[config.mk]
export PLATFORM = sky130hd
export DESIGN_NAME = trig_decoder
export DESIGN_NICKNAME = d
export VERILOG_FILES = /design/src/rtl/trig_code_pkg.sv /design/src/rtl/trig_decoder_resync_qualifier.sv /design/src/rtl/trig_decoder.sv
export SDC_FILE = /design/constraint.sdc
export NUM_CORES = 1
export LEC_CHECK = 0
export CAP_MARGIN = 10
export CORE_MARGIN = 2
export CORE_UTILIZATION = 54
export CTS_CLUSTER_DIAMETER = 80
export DETAILED_ROUTE_END_ITERATION = 12
export PLACE_DENSITY = 0.94
export SLEW_MARGIN = 20
export SYNTH_ARGS = -nofsm -noshare
export SYNTH_HDL_FRONTEND = slang
export SYNTH_SLANG_ARGS = --single-unit
[constraint.sdc]
create_clock -name CLK -period 3.96 [get_ports CLK]
set_clock_uncertainty 0.15 [all_clocks]
set_input_delay 0.594 -clock CLK [delete_from_list [all_inputs] [get_ports CLK]]
set_output_delay 0.594 -clock CLK [all_outputs]
set_load 0.005 [all_outputs]
[src/rtl/trig_code_pkg.sv]
// Shared CFEB trigger-line code definitions, used by both the encoder and the decoder.
// Also provides the resync FSM state type and the line decode helper.
package trig_code_pkg;

    localparam logic [2:0] CODE_NONE          = 3'd0;
    localparam logic [2:0] CODE_PRE           = 3'd1;
    localparam logic [2:0] CODE_L1A_PRE       = 3'd2;
    localparam logic [2:0] CODE_L1A_MATCH_PRE = 3'd3;
    localparam logic [2:0] CODE_L1A           = 3'd4;
    localparam logic [2:0] CODE_L1A_MATCH     = 3'd5;
    localparam logic [2:0] CODE_ILLEGAL       = 3'd6;
    localparam logic [2:0] CODE_RESYNC        = 3'd7;

    typedef enum logic [1:0] {
        RS_IDLE = 2'd0,
        RS_ARM  = 2'd1,
        RS_HOLD = 2'd2
    } rs_state_t;

    typedef struct packed {
        logic pre_lct;
        logic l1a;
        logic l1a_match;
        logic req;
        logic illegal;
    } trig_dec_t;

    // A resync request always masks the trigger strobes of the same sample.
    function automatic trig_dec_t decode_lines(input logic encode, input logic dcfeb,
                                               input logic [2:0] lines);
        trig_dec_t d;
        d = '0;
        if (encode && !dcfeb) begin
            case (lines)
                CODE_NONE:          d = '0;
                CODE_PRE:           d.pre_lct = 1'b1;
                CODE_L1A_PRE:       begin d.l1a = 1'b1; d.pre_lct = 1'b1; end
                CODE_L1A_MATCH_PRE: begin d.l1a = 1'b1; d.l1a_match = 1'b1; d.pre_lct = 1'b1; end
                CODE_L1A:           d.l1a = 1'b1;
                CODE_L1A_MATCH:     begin d.l1a = 1'b1; d.l1a_match = 1'b1; end
                CODE_ILLEGAL:       d.illegal = 1'b1;
                CODE_RESYNC:        d.req = 1'b1;
                default:            d = '0;
            endcase
        end else begin
            d.req       = lines[2];
            d.l1a       = lines[1];
            d.pre_lct   = lines[0] & ~dcfeb;
            d.l1a_match = lines[0] & dcfeb;
        end
        d.pre_lct   = d.pre_lct & ~d.req;
        d.l1a       = d.l1a & ~d.req;
        d.l1a_match = d.l1a_match & ~d.req;
        return d;
    endfunction

endpackage

[src/rtl/trig_decoder_resync_qualifier.sv]
// Resync run-length qualifier: fires once after RESYNC_MIN consecutive requests,
// flags an abort when a request run ends early.
module resync_qualifier
    import trig_code_pkg::*;
#(
    parameter int unsigned RESYNC_MIN = 2
) (
    input  logic clk,
    input  logic rst_n,
    input  logic req,
    output logic fire,
    output logic abort
);

    localparam logic [3:0] MIN_C = 4'(RESYNC_MIN);

    rs_state_t  state_r;
    rs_state_t  state_nxt_s;
    logic [3:0] cnt_r;
    logic [3:0] cnt_nxt_s;

    // Next-state, run counter and fire/abort decisions.
    always_comb begin
        state_nxt_s = state_r;
        cnt_nxt_s   = cnt_r;
        fire        = 1'b0;
        abort       = 1'b0;
        case (state_r)
            RS_IDLE: begin
                if (req) begin
                    if (MIN_C == 4'd1) begin
                        fire        = 1'b1;
                        state_nxt_s = RS_HOLD;
                    end else begin
                        cnt_nxt_s   = 4'd1;
                        state_nxt_s = RS_ARM;
                    end
                end else begin
                    cnt_nxt_s = 4'd0;
                end
            end
            RS_ARM: begin
                if (req) begin
                    cnt_nxt_s = cnt_r + 4'd1;
                    if ((cnt_r + 4'd1) == MIN_C) begin
                        fire        = 1'b1;
                        state_nxt_s = RS_HOLD;
                    end else begin
                        state_nxt_s = RS_ARM;
                    end
                end else begin
                    abort       = 1'b1;
                    cnt_nxt_s   = 4'd0;
                    state_nxt_s = RS_IDLE;
                end
            end
            RS_HOLD: begin
                if (req) begin
                    state_nxt_s = RS_HOLD;
                end else begin
                    cnt_nxt_s   = 4'd0;
                    state_nxt_s = RS_IDLE;
                end
            end
            default: begin
                cnt_nxt_s   = 4'd0;
                state_nxt_s = RS_IDLE;
            end
        endcase
    end

    // State and run-counter registers.
    always_ff @(posedge clk) begin
        if (!rst_n) begin
            state_r <= RS_IDLE;
            cnt_r   <= 4'd0;
        end else begin
            state_r <= state_nxt_s;
            cnt_r   <= cnt_nxt_s;
        end
    end

endmodule

[src/rtl/trig_decoder.sv]
// Receive-side decoder for the 3-line CFEB trigger encoding: two-stage pipeline
// producing trigger strobes, qualified RESYNC and slow-control counters.
module trig_decoder
    import trig_code_pkg::*;
#(
    parameter int unsigned RESYNC_MIN = 2,
    parameter int unsigned L1A_CNT_W  = 24,
    parameter int unsigned ERR_CNT_W  = 8
) (
    input  logic                 CLK,
    input  logic                 RST_N,
    input  logic                 ENCODE,
    input  logic                 DCFEB_IN_USE,
    input  logic [2:0]           ENC_IN,
    output logic                 PRE_LCT,
    output logic                 L1A,
    output logic                 L1A_MATCH,
    output logic                 RESYNC,
    output logic                 CODE_ERR,
    output logic [L1A_CNT_W-1:0] L1A_CNT,
    output logic [ERR_CNT_W-1:0] ERR_CNT
);

    logic [2:0] enc_in_r;
    logic       encode_r;
    logic       dcfeb_r;
    trig_dec_t  dec_s;
    logic       fire_s;
    logic       abort_s;

    // Stage 1: lines and mode bits captured together so a mode switch is sample-coherent.
    always_ff @(posedge CLK) begin
        if (!RST_N) begin
            enc_in_r <= 3'd0;
            encode_r <= 1'b0;
            dcfeb_r  <= 1'b0;
        end else begin
            enc_in_r <= ENC_IN;
            encode_r <= ENCODE;
            dcfeb_r  <= DCFEB_IN_USE;
        end
    end

    assign dec_s = decode_lines(encode_r, dcfeb_r, enc_in_r);

    resync_qualifier #(
        .RESYNC_MIN (RESYNC_MIN)
    ) u_resync_qualifier (
        .clk   (CLK),
        .rst_n (RST_N),
        .req   (dec_s.req),
        .fire  (fire_s),
        .abort (abort_s)
    );

    // Stage 2: registered strobes.
    always_ff @(posedge CLK) begin
        if (!RST_N) begin
            PRE_LCT   <= 1'b0;
            L1A       <= 1'b0;
            L1A_MATCH <= 1'b0;
            RESYNC    <= 1'b0;
            CODE_ERR  <= 1'b0;
        end else begin
            PRE_LCT   <= dec_s.pre_lct;
            L1A       <= dec_s.l1a;
            L1A_MATCH <= dec_s.l1a_match;
            RESYNC    <= fire_s;
            CODE_ERR  <= dec_s.illegal | abort_s;
        end
    end

    // Counters follow the output strobes; a RESYNC clears them on the next edge.
    always_ff @(posedge CLK) begin
        if (!RST_N) begin
            L1A_CNT <= '0;
            ERR_CNT <= '0;
        end else if (RESYNC) begin
            L1A_CNT <= '0;
            ERR_CNT <= '0;
        end else begin
            if (L1A) begin
                L1A_CNT <= L1A_CNT + L1A_CNT_W'(1'b1);
            end else begin
                L1A_CNT <= L1A_CNT;
            end
            if (CODE_ERR && (ERR_CNT != {ERR_CNT_W{1'b1}})) begin
                ERR_CNT <= ERR_CNT + ERR_CNT_W'(1'b1);
            end else begin
                ERR_CNT <= ERR_CNT;
            end
        end
    end

endmodule
==> results of run 1 <==
## kinds of logic (layout without fill, tap and decap cells)
kind of cell	count (synthesis)	after routing	share of synthesized area
xor+xnor	14	14	0.0584
flops	48	48	0.457
mux	2	2	0.00953
simple gates	108	108	0.289
compound gates	48	48	0.138
fa+ha+maj	4	4	0.0238
buf+inv	11	54	0.0238
## cells in the mapped netlist (all sizes together) (2+ instances only)
master	number
nand2b	3
buf	2
nor2	20
nand2	18
and2	5
o31ai	4
a22oi	3
xnor2	4
o211ai	3
a21oi	16
o21ai	12
and4	7
nor3	3
a21boi	2
or3	10
and3	4
nor2b	6
xor2	10
nand3	16
ha	4
or4	6
o21a	2
clkbuf	7
nand4	5
dfxtp	48
a211oi	2
inv	2
mux2i	2
nor3b	2
a31oi	2
## power breakdown
group / switching [uW] / internal (uW)
clock network: 157 / 187
registers: 7.16 / 488
logic: 15.2 / 17.9
## final timing paths
kind,startpoint,end,cells after the start
min,u_resync_qualifier.state_r[1],u_resync_qualifier.state_r[0],1
min reg2reg,u_resync_qualifier.state_r[1],u_resync_qualifier.state_r[0],1
max,RST_N,L1A_CNT[12],4
max reg2reg,L1A_CNT[0],L1A_CNT[22],5
## flip-flops by register name (all words and copies together) (netlist names)
register / cells
L1A_CNT: 24
PRE_LCT: 1
ERR_CNT: 8
enc_in_r: 3
dcfeb_r: 1
u_resync_qualifier.cnt_r: 4
L1A: 1
u_resync_qualifier.state_r: 2
encode_r: 1
CODE_ERR: 1
L1A_MATCH: 1
RESYNC: 1
## cells in the final DEF (no fill, tap or decap), types with 3 or more instances in the layout
cell	Yosys	final
o21ai_0	11	11
clkbuf_8	0	5
nand3_1	16	16
ha_1	4	4
nor2_1	20	20
nand2_1	18	18
nand4_1	4	4
dfxtp_1	48	48
o211ai_1	3	3
nor2b_1	6	6
o31ai_1	4	4
a22oi_1	3	3
and4_1	5	5
and2_1	5	5
xor2_1	10	10
or4_1	5	5
xnor2_1	4	4
nand2b_1	3	3
a21oi_1	16	16
clkdlybuf4s50_1	0	43
nor3_1	3	3
or3_1	8	8
and3_1	4	4
## per-stage QoR
step / hold slack [ns] / worst slack, ns
2_1_floorplan: 0.271 / 2.03
3_3_place_gp: 0.288 / 1.46
3_5_place_dp: 0.301 / 1.39
4_1_cts: 0.315 / 1.70
5_1_grt: 0.346 / 1.61
6_report: 0.312 / 1.69
## layer usage
layer / routed length, um / share of wire / track usage
met5: 0 / 0 / 0
met4: 71 / 0.015 / 0.0918
met3: 235 / 0.051 / 0.0664
met2: 2350 / 0.51 / 0.413
met1: 1940 / 0.42 / 0.257
## final cells by class
class                           instances  area (um2)  area share
Clock buffer                            6        72.6      0.0272
Clock inverter                          2        35.0      0.0132
Inverter                                2        7.51     0.00282
Multi-Input combinational cell        176        1090       0.409
Sequential cell                        48         961       0.361
Tap cell                               48        60.1      0.0225
Timing Repair Buffer                   44         438       0.164
## worst max-delay path, stage by stage
cell	delay [ns]
clkdlybuf4s50_1	0.64
nand2b_1	0.42
or4_1	0.63
nand2_1	0.08
==> impl_metrics.toml, run 1 <==
[synth]
yosysTopAreaCell = "dfxtp_1"
syn-num-nets = 246
netlist.area_leader.share = 0.457
synth_enable_flop_cells = 0
syn_avg_cell_area_um2 = 8.94
ys_ff_latch = 48
syn_area_um2 = 2100
netlist_instances = 235
synth-async-reset-ratio = 0
synth_cell_types = 41
yosysWarnings = 0
seq_area_frac_synth = 0.457
netlist_top_cells_area = "dfxtp_1 46%, xor2_1 4.2%, a21oi_1 3.8%"
ys.flop_type = "dfxtp_1"

[placement]
post_dp_cell_area_um2 = 2560
dp.cells = 318
place_hpwl_um = 3310
portBuffers = 43
gp_congestion = 0.759

[drt]
routed_wl_um = 4590
vias_per_cell = 5.79
postRouteAntennaNets = 0
drcViolationCount = 0
wire_per_inst_um = 14.1
vias = 1889
drtPass1Iterations = 4
drt_iter0_markers = 146

[sta]
tightest_slew_ns = 0.645
max_freq_mhz = 441
final_max_slew_viol_count = 0
max_slew_margin = 0.570
hold_viol = 0
timing.final.crit_share = 0.573
period_minus_slack_ns = 2.27
finalSetupViolCount = 0
rsz0062_at_grt = "no"
timing.setup.tns_ns = 0

[layout]
fin_nets = 288
stdcell_count = 326
drive_gt1_frac = 0.0504
fillers = 280
final_area_um2 = 2660
final_util = 0.722
antenna_cells = 0
area_delta_synth_final_pct = 26.8

[floorplanning]
rows = 22
die_h_um = 66.4
fp.dieW_um = 66.4
pin_count = 44
design.core.area_um2 = 3690
die_area_um2 = 4400
initial_core_util = 0.570

[clock_tree]
clk_latency_ns = 0.30
cts_buffer_depth = 2
cts_made_buffers = 5
numClockSinks = 48
holdBufCountCts = 0
root_buffer = "clkbuf_8"
postCtsSetupRepairBufs = 0
htreeDepth = 2
cts_tree = "done"
clk_pin_slew_worst_paths_ns = 0.08
postCtsResizedCells = 0

[worst_setup_path]
reg2reg_slack_ns = 1.80
crit_arrival_ns = 2.37
required_ns = 4.06
cp_max_fo = 17
cp-end-kind = "register"
startpoint_type = "input pin"
critPathKind = "in -> reg"

[global_routing]
antenna_found_initial = 0
grt_max_degree = 18
grt_pass1_wl_um = 7800
grt_pass1_vias = 1821
overflow = 0
track_usage = 0.232

[pwr]
vdd_drop_max_v = 0.000224
power_uw = 873
leakagePower_uw = 0.000930
p_per_area_nw_per_um2 = 328

[hold_path]
hold_path_class = "reg -> reg"

[status]
status = "finished clean"

[run]
cap_violations = 0
Note: power is estimated with default switching activity, not from simulation.
==> run 2, diff against run 1 <==
Settings changed: CORE_UTILIZATION 54 to 50, PLACE_DENSITY 0.94 to 0.88.
Clock period 3.96 ns to 2.2 ns, I/O delays scaled along.
==> run 2 against run 1 <==
Largest cell class unchanged. Worst hold slack better by 0.0051 ns. Critical path depth unchanged. Power up 65%. Via count unchanged. Non-clock buffer count up 8.
==> impl_metrics.toml, run 2 (synthesis gave the netlist of run 1 again) <==
[status]
status = "finished clean"

[layout]
largest_reg_flops = 24
multi_input_area_um2 = 1090
reg_top3 = "L1A_CNT: 24 flops, ERR_CNT: 8 flops, u_resync_qualifier.cnt_r: 4 flops"
final_util = 0.669
top_register = "L1A_CNT"
mostFrequentLayoutCell = "dfxtp_1"
drive_gt1_frac = 0.0737
antenna_cells = 0
area_delta_synth_final_pct = 28.4
fin_nets = 296
final_area_um2 = 2700
mostFrequentLayoutCells = "48 x dfxtp_1, 43 x clkdlybuf4s50_1, 20 x nor2_1"
regArea_um2 = 961
fillers = 341

[clock_tree]
clk_pin_slew_worst_paths_ns = 0.08
htreeDepth = 2
postCtsSetupRepairBufs = 0
numClockSinks = 48
cts_tree = "done"
clk_latency_ns = 0.29
cts_made_buffers = 5
cts_buffer_depth = 2
holdBufCountCts = 0
postCtsResizedCells = 0
root_buffer = "clkbuf_8"

[run]
cap_violations = 0

[placement]
place_hpwl_um = 3090
place_ws_ns = 0.224
gp_congestion = 0.826
portBuffers = 43
post_dp_cell_area_um2 = 2620

[worst_setup_path]
path_cells = "nand4_2 > or4_4 > or4_1 > a21oi_1"
cp-end-kind = "register"
cpPeakStageDelay_ns = 0.57
cp_num_buf_inv = 0
cpMaxStageDelayCell = "or4_4"
critPathKind = "reg -> reg"
required_ns = 2.28
startpoint_type = "register"
cp_top_family = "simple AND/OR/NAND/NOR gates"
crit_arrival_ns = 2.07
cp_max_fo = 6

[sta]
hold_viol = 0
timing.setup.tns_ns = 0
finalWorstSetupSlack_ns = 0.207
rsz0062_at_grt = "no"
period_minus_slack_ns = 1.99
finalSetupViolCount = 0
max_slew_margin = 0.705
final_max_slew_viol_count = 0
timing.final.crit_share = 0.906
tightest_slew_ns = 0.440
max_freq_mhz = 502

[floorplanning]
die_area_um2 = 4740
design.core.area_um2 = 4030
die_h_um = 68.8
rows = 23
fp.dieW_um = 68.8
initial_core_util = 0.521
pin_count = 44

[pwr]
p_per_area_nw_per_um2 = 535
power_frac_comb = 0.045
p_int_uw = 1130
leakagePower_uw = 0.000957
seqPwrFrac = 0.618
power.switching_uw = 310
switching_share = 0.215
clkPwrFrac = 0.337
vdd_drop_max_v = 0.000396

[global_routing]
grt_pass1_wl_um = 7150
track_usage = 0.201
grt_pass1_vias = 1728
grt_max_degree = 24
antenna_found_initial = 0
overflow = 0

[drt]
drt_iter0_markers = 76
drtPass1Iterations = 4
routed_wl_um = 4210
postRouteAntennaNets = 0
wire_per_inst_um = 12.6
drcViolationCount = 0
vias = 1889
vias_per_cell = 5.64

[hold_path]
hold_path_class = "reg -> reg"
[run 2: layer usage]
layer,routed length [um],global-route usage
met5,0,0
met4,65,0.110
met3,173,0.0422
met2,1990,0.337
met1,1970,0.239
[run 2: metrics by stage]
| step | hold WS [ns] | cells | power [uW] |
|---|---|---|---|
| after floorplan | 0.271 | 235 | 944 |
| after global placement | 0.291 | 328 | 974 |
| after detailed placement | 0.304 | 328 | 977 |
| after global routing | 0.332 | 335 | 1510 |
| final | 0.317 | 335 | 1440 |
| after CTS | 0.315 | 335 | 1450 |
[run 2: path summary, 6_finish.rpt]
check	start	to	slack, ns	depth (start not counted)
setup / recovery	L1A_CNT[11]	L1A_CNT[23]	0.21	4
hold / removal	enc_in_r[0]	L1A_MATCH	0.32	2
setup reg to reg	L1A_CNT[11]	L1A_CNT[23]	0.21	4
hold reg to reg	enc_in_r[0]	L1A_MATCH	0.32	2
[run 2: tightest hold or removal path, cell delays in order (launching register included)]
cell and delay [ns]:
dfxtp_1 0.33, nand2_1 0.06, a21oi_1 0.03
[run 2: cell type report]
type,count,area share
clock buffer,6,0.0269
timing repair buffer,52,0.185
multi-input combinational,176,0.404
clock inverter,1,0.00186
inverter,2,0.00278
tap,50,0.0232
sequential,48,0.356
[run 2: power by group through the flow]
stage / sequential [uW] / clock (uW) / combinational (uW)
after global routing: 894 / 540 / 71.8
final: 891 / 486 / 64.2
after floorplan: 910 / 0 / 33.9
after CTS: 891 / 498 / 65.2
after global placement: 911 / 0 / 63.4
after detailed placement: 912 / 0 / 65.0
==> run 3, diff against run 2 <==
Settings changed: SLEW_MARGIN 20 to not set.
Clock period 2.2 ns to 2 ns, I/O delays scaled along.
==> run 3 against run 2 <==
Power increased by 25%. Sequential share of layout area decreased by 1.4 points. Worst hold slack about the same. Utilization up 2.9 points. Routed wire length increased by 12%. Flip-flop and latch count unchanged. Critical path depth unchanged. Global-route usage is 1.9 points higher. Design area rose by 4.3%. Critical path type unchanged. Register-to-register slack got worse by 0.16 ns. Critical endpoint unchanged. Largest cell class unchanged.
==> impl_metrics.toml, run 3 (synthesis gave the netlist of run 1 again) <==
[floorplanning]
initial_core_util = 0.521
rows = 23
die_h_um = 68.8
die_area_um2 = 4740
design.core.area_um2 = 4030
pin_count = 44
fp.dieW_um = 68.8

[layout]
reg_top3 = "L1A_CNT: 24 flops, ERR_CNT: 8 flops, u_resync_qualifier.cnt_r: 4 flops"
antenna_cells = 0
mostFrequentLayoutCell = "dfxtp_1"
fin_nets = 304
area_delta_synth_final_pct = 33.9
drive_gt1_frac = 0.116
multi_input_area_um2 = 1090
largest_reg_flops = 24
fillers = 327
regArea_um2 = 963
mostFrequentLayoutCells = "46 x dfxtp_1, 43 x clkdlybuf4s50_1, 20 x nor2_1"
top_register = "L1A_CNT"

[global_routing]
overflow = 0
grt_pass1_vias = 1757
grt_max_degree = 24
track_usage = 0.219
antenna_found_initial = 0
grt_pass1_wl_um = 7680

[worst_setup_path]
critPathKind = "reg -> reg"
startpoint_type = "register"
cp_num_buf_inv = 0
required_ns = 2.09
rr_startpoint = "L1A_CNT[12]"
cp-end-kind = "register"
cp_max_fo = 4
cp_top_family = "simple AND/OR/NAND/NOR gates"
r2r_cells = 4
path_cells = "nand4_2 > or4_4 > or4_1 > a21oi_1"
cpPeakStageDelay_ns = 0.57
startpoint = "L1A_CNT[12]"
cpMaxStageDelayCell = "or4_4"
crit_arrival_ns = 2.05
reg2reg_slack_ns = 0.05
r2r_end = "L1A_CNT[23]"

[pwr]
p_per_area_nw_per_um2 = 642
power_uw = 1810
leakagePower_uw = 0.00103
vdd_drop_max_v = 0.000462

[drt]
drtPass1Iterations = 4
drcViolationCount = 0
postRouteAntennaNets = 0
drt_iter0_markers = 87
routed_wl_um = 4720
vias_per_cell = 5.58
vias = 1921
wire_per_inst_um = 13.7

[hold_path]
worst_hold_path.endpoint = "L1A_MATCH"
hold_depth = 2
hold_path_class = "reg -> reg"
min-delay-start = "enc_in_r[0]"

[clock_tree]
cts_made_buffers = 5
holdBufCountCts = 0
numClockSinks = 48
clk_latency_ns = 0.30
clk_pin_slew_worst_paths_ns = 0.09
root_buffer = "clkbuf_8"
htreeDepth = 2
cts_tree = "done"
cts_buffer_depth = 2

[sta]
period_minus_slack_ns = 1.95
finalSetupViolCount = 0
hold_ws_ns = 0.317
final_max_slew_viol_count = 0
max_slew_margin = 0.681
tightest_slew_ns = 0.475
timing.final.crit_share = 0.976
hold_viol = 0
rsz0062_at_grt = "no"
max_freq_mhz = 512
timing.setup.tns_ns = 0

[placement]
place_hpwl_um = 3360
gp_congestion = 0.789
portBuffers = 43

[run]
cap_violations = 0

[status]
status = "finished clean"
==> run 3: changes by cell type in the layout (fill, tap and decap cells not counted) <==
| cell | delta |
|---|---|
| buf_4 | +8 |
| nand3_2 | +1 |
| nand3_1 | -1 |
| dfxtp_2 | +2 |
| clkbuf_1 | -1 |
| clkbuf_8 | +2 |
| clkinv_2 | -1 |
| dfxtp_1 | -2 |
| bufinv_16 | +1 |
==> run 3: stage by stage <==
step                instances   util  setup WS (ns)  instance area [um2]
global route              344  0.698       0.000280                 2810
floorplan                 235      -         0.0668                 2100
global placement          336  0.665          0.139                 2680
finish                    344  0.698         0.0474                 2810
CTS                       344  0.696         0.0389                 2810
detailed placement        336  0.665         0.0637                 2680
==> run 3: area by class of cell <==
type                    instances  share of cell area
well taps                      50              0.0222
inverters                       2             0.00267
clock inverters                 1              0.0107
multi-input cells             176               0.389
clock buffers                   7              0.0343
flip-flops and latches         48               0.343
repair buffers                 60               0.198
==> run 3: where the power goes <==
group	internal (uW)	leakage, uW	switching (uW)
sequential	967	0.000390	13.6
combinational	39.2	0.000571	31.8
clock	441	0.0000645	314
==> run 3: worst max-delay path by stage <==
stage / cells past startpoint / end / slack [ns]
global placement: 4 / L1A_CNT[23] / 0.14
CTS: 4 / L1A_CNT[23] / 0.04
finish: 4 / L1A_CNT[23] / 0.05
global route: 4 / L1A_CNT[23] / 0.0003
detailed placement: 4 / L1A_CNT[23] / 0.06
floorplan: 4 / L1A_CNT[23] / 0.07
==> run 3: timing repair <==
action | CTS | global route
setup endpoints to repair | 0 | 5
buffers inserted | 0 | 0
resized for setup | 0 | 3
==> run 3: tightest hold or removal path, delay by kind of cell, from the launching register on <==
| kind | cells | cell delay, ns |
|---|---|---|
| and+or+nand+nor | 1 | 0.06 |
| AOI/OAI and AO/OA | 1 | 0.04 |
| DFF | 1 | 0.33 |
==> run 3: metal layers <==
| metal | track usage | vias to the layer above | part of all wire |
|---|---|---|---|
| met2 | 0.376 | 41 | 0.51 |
| li1 | - | 963 | - |
| met3 | 0.0584 | 7 | 0.043 |
| met1 | 0.262 | 910 | 0.44 |
| met4 | 0.0833 | 0 | 0.0097 |
| met5 | 0 | - | 0 |
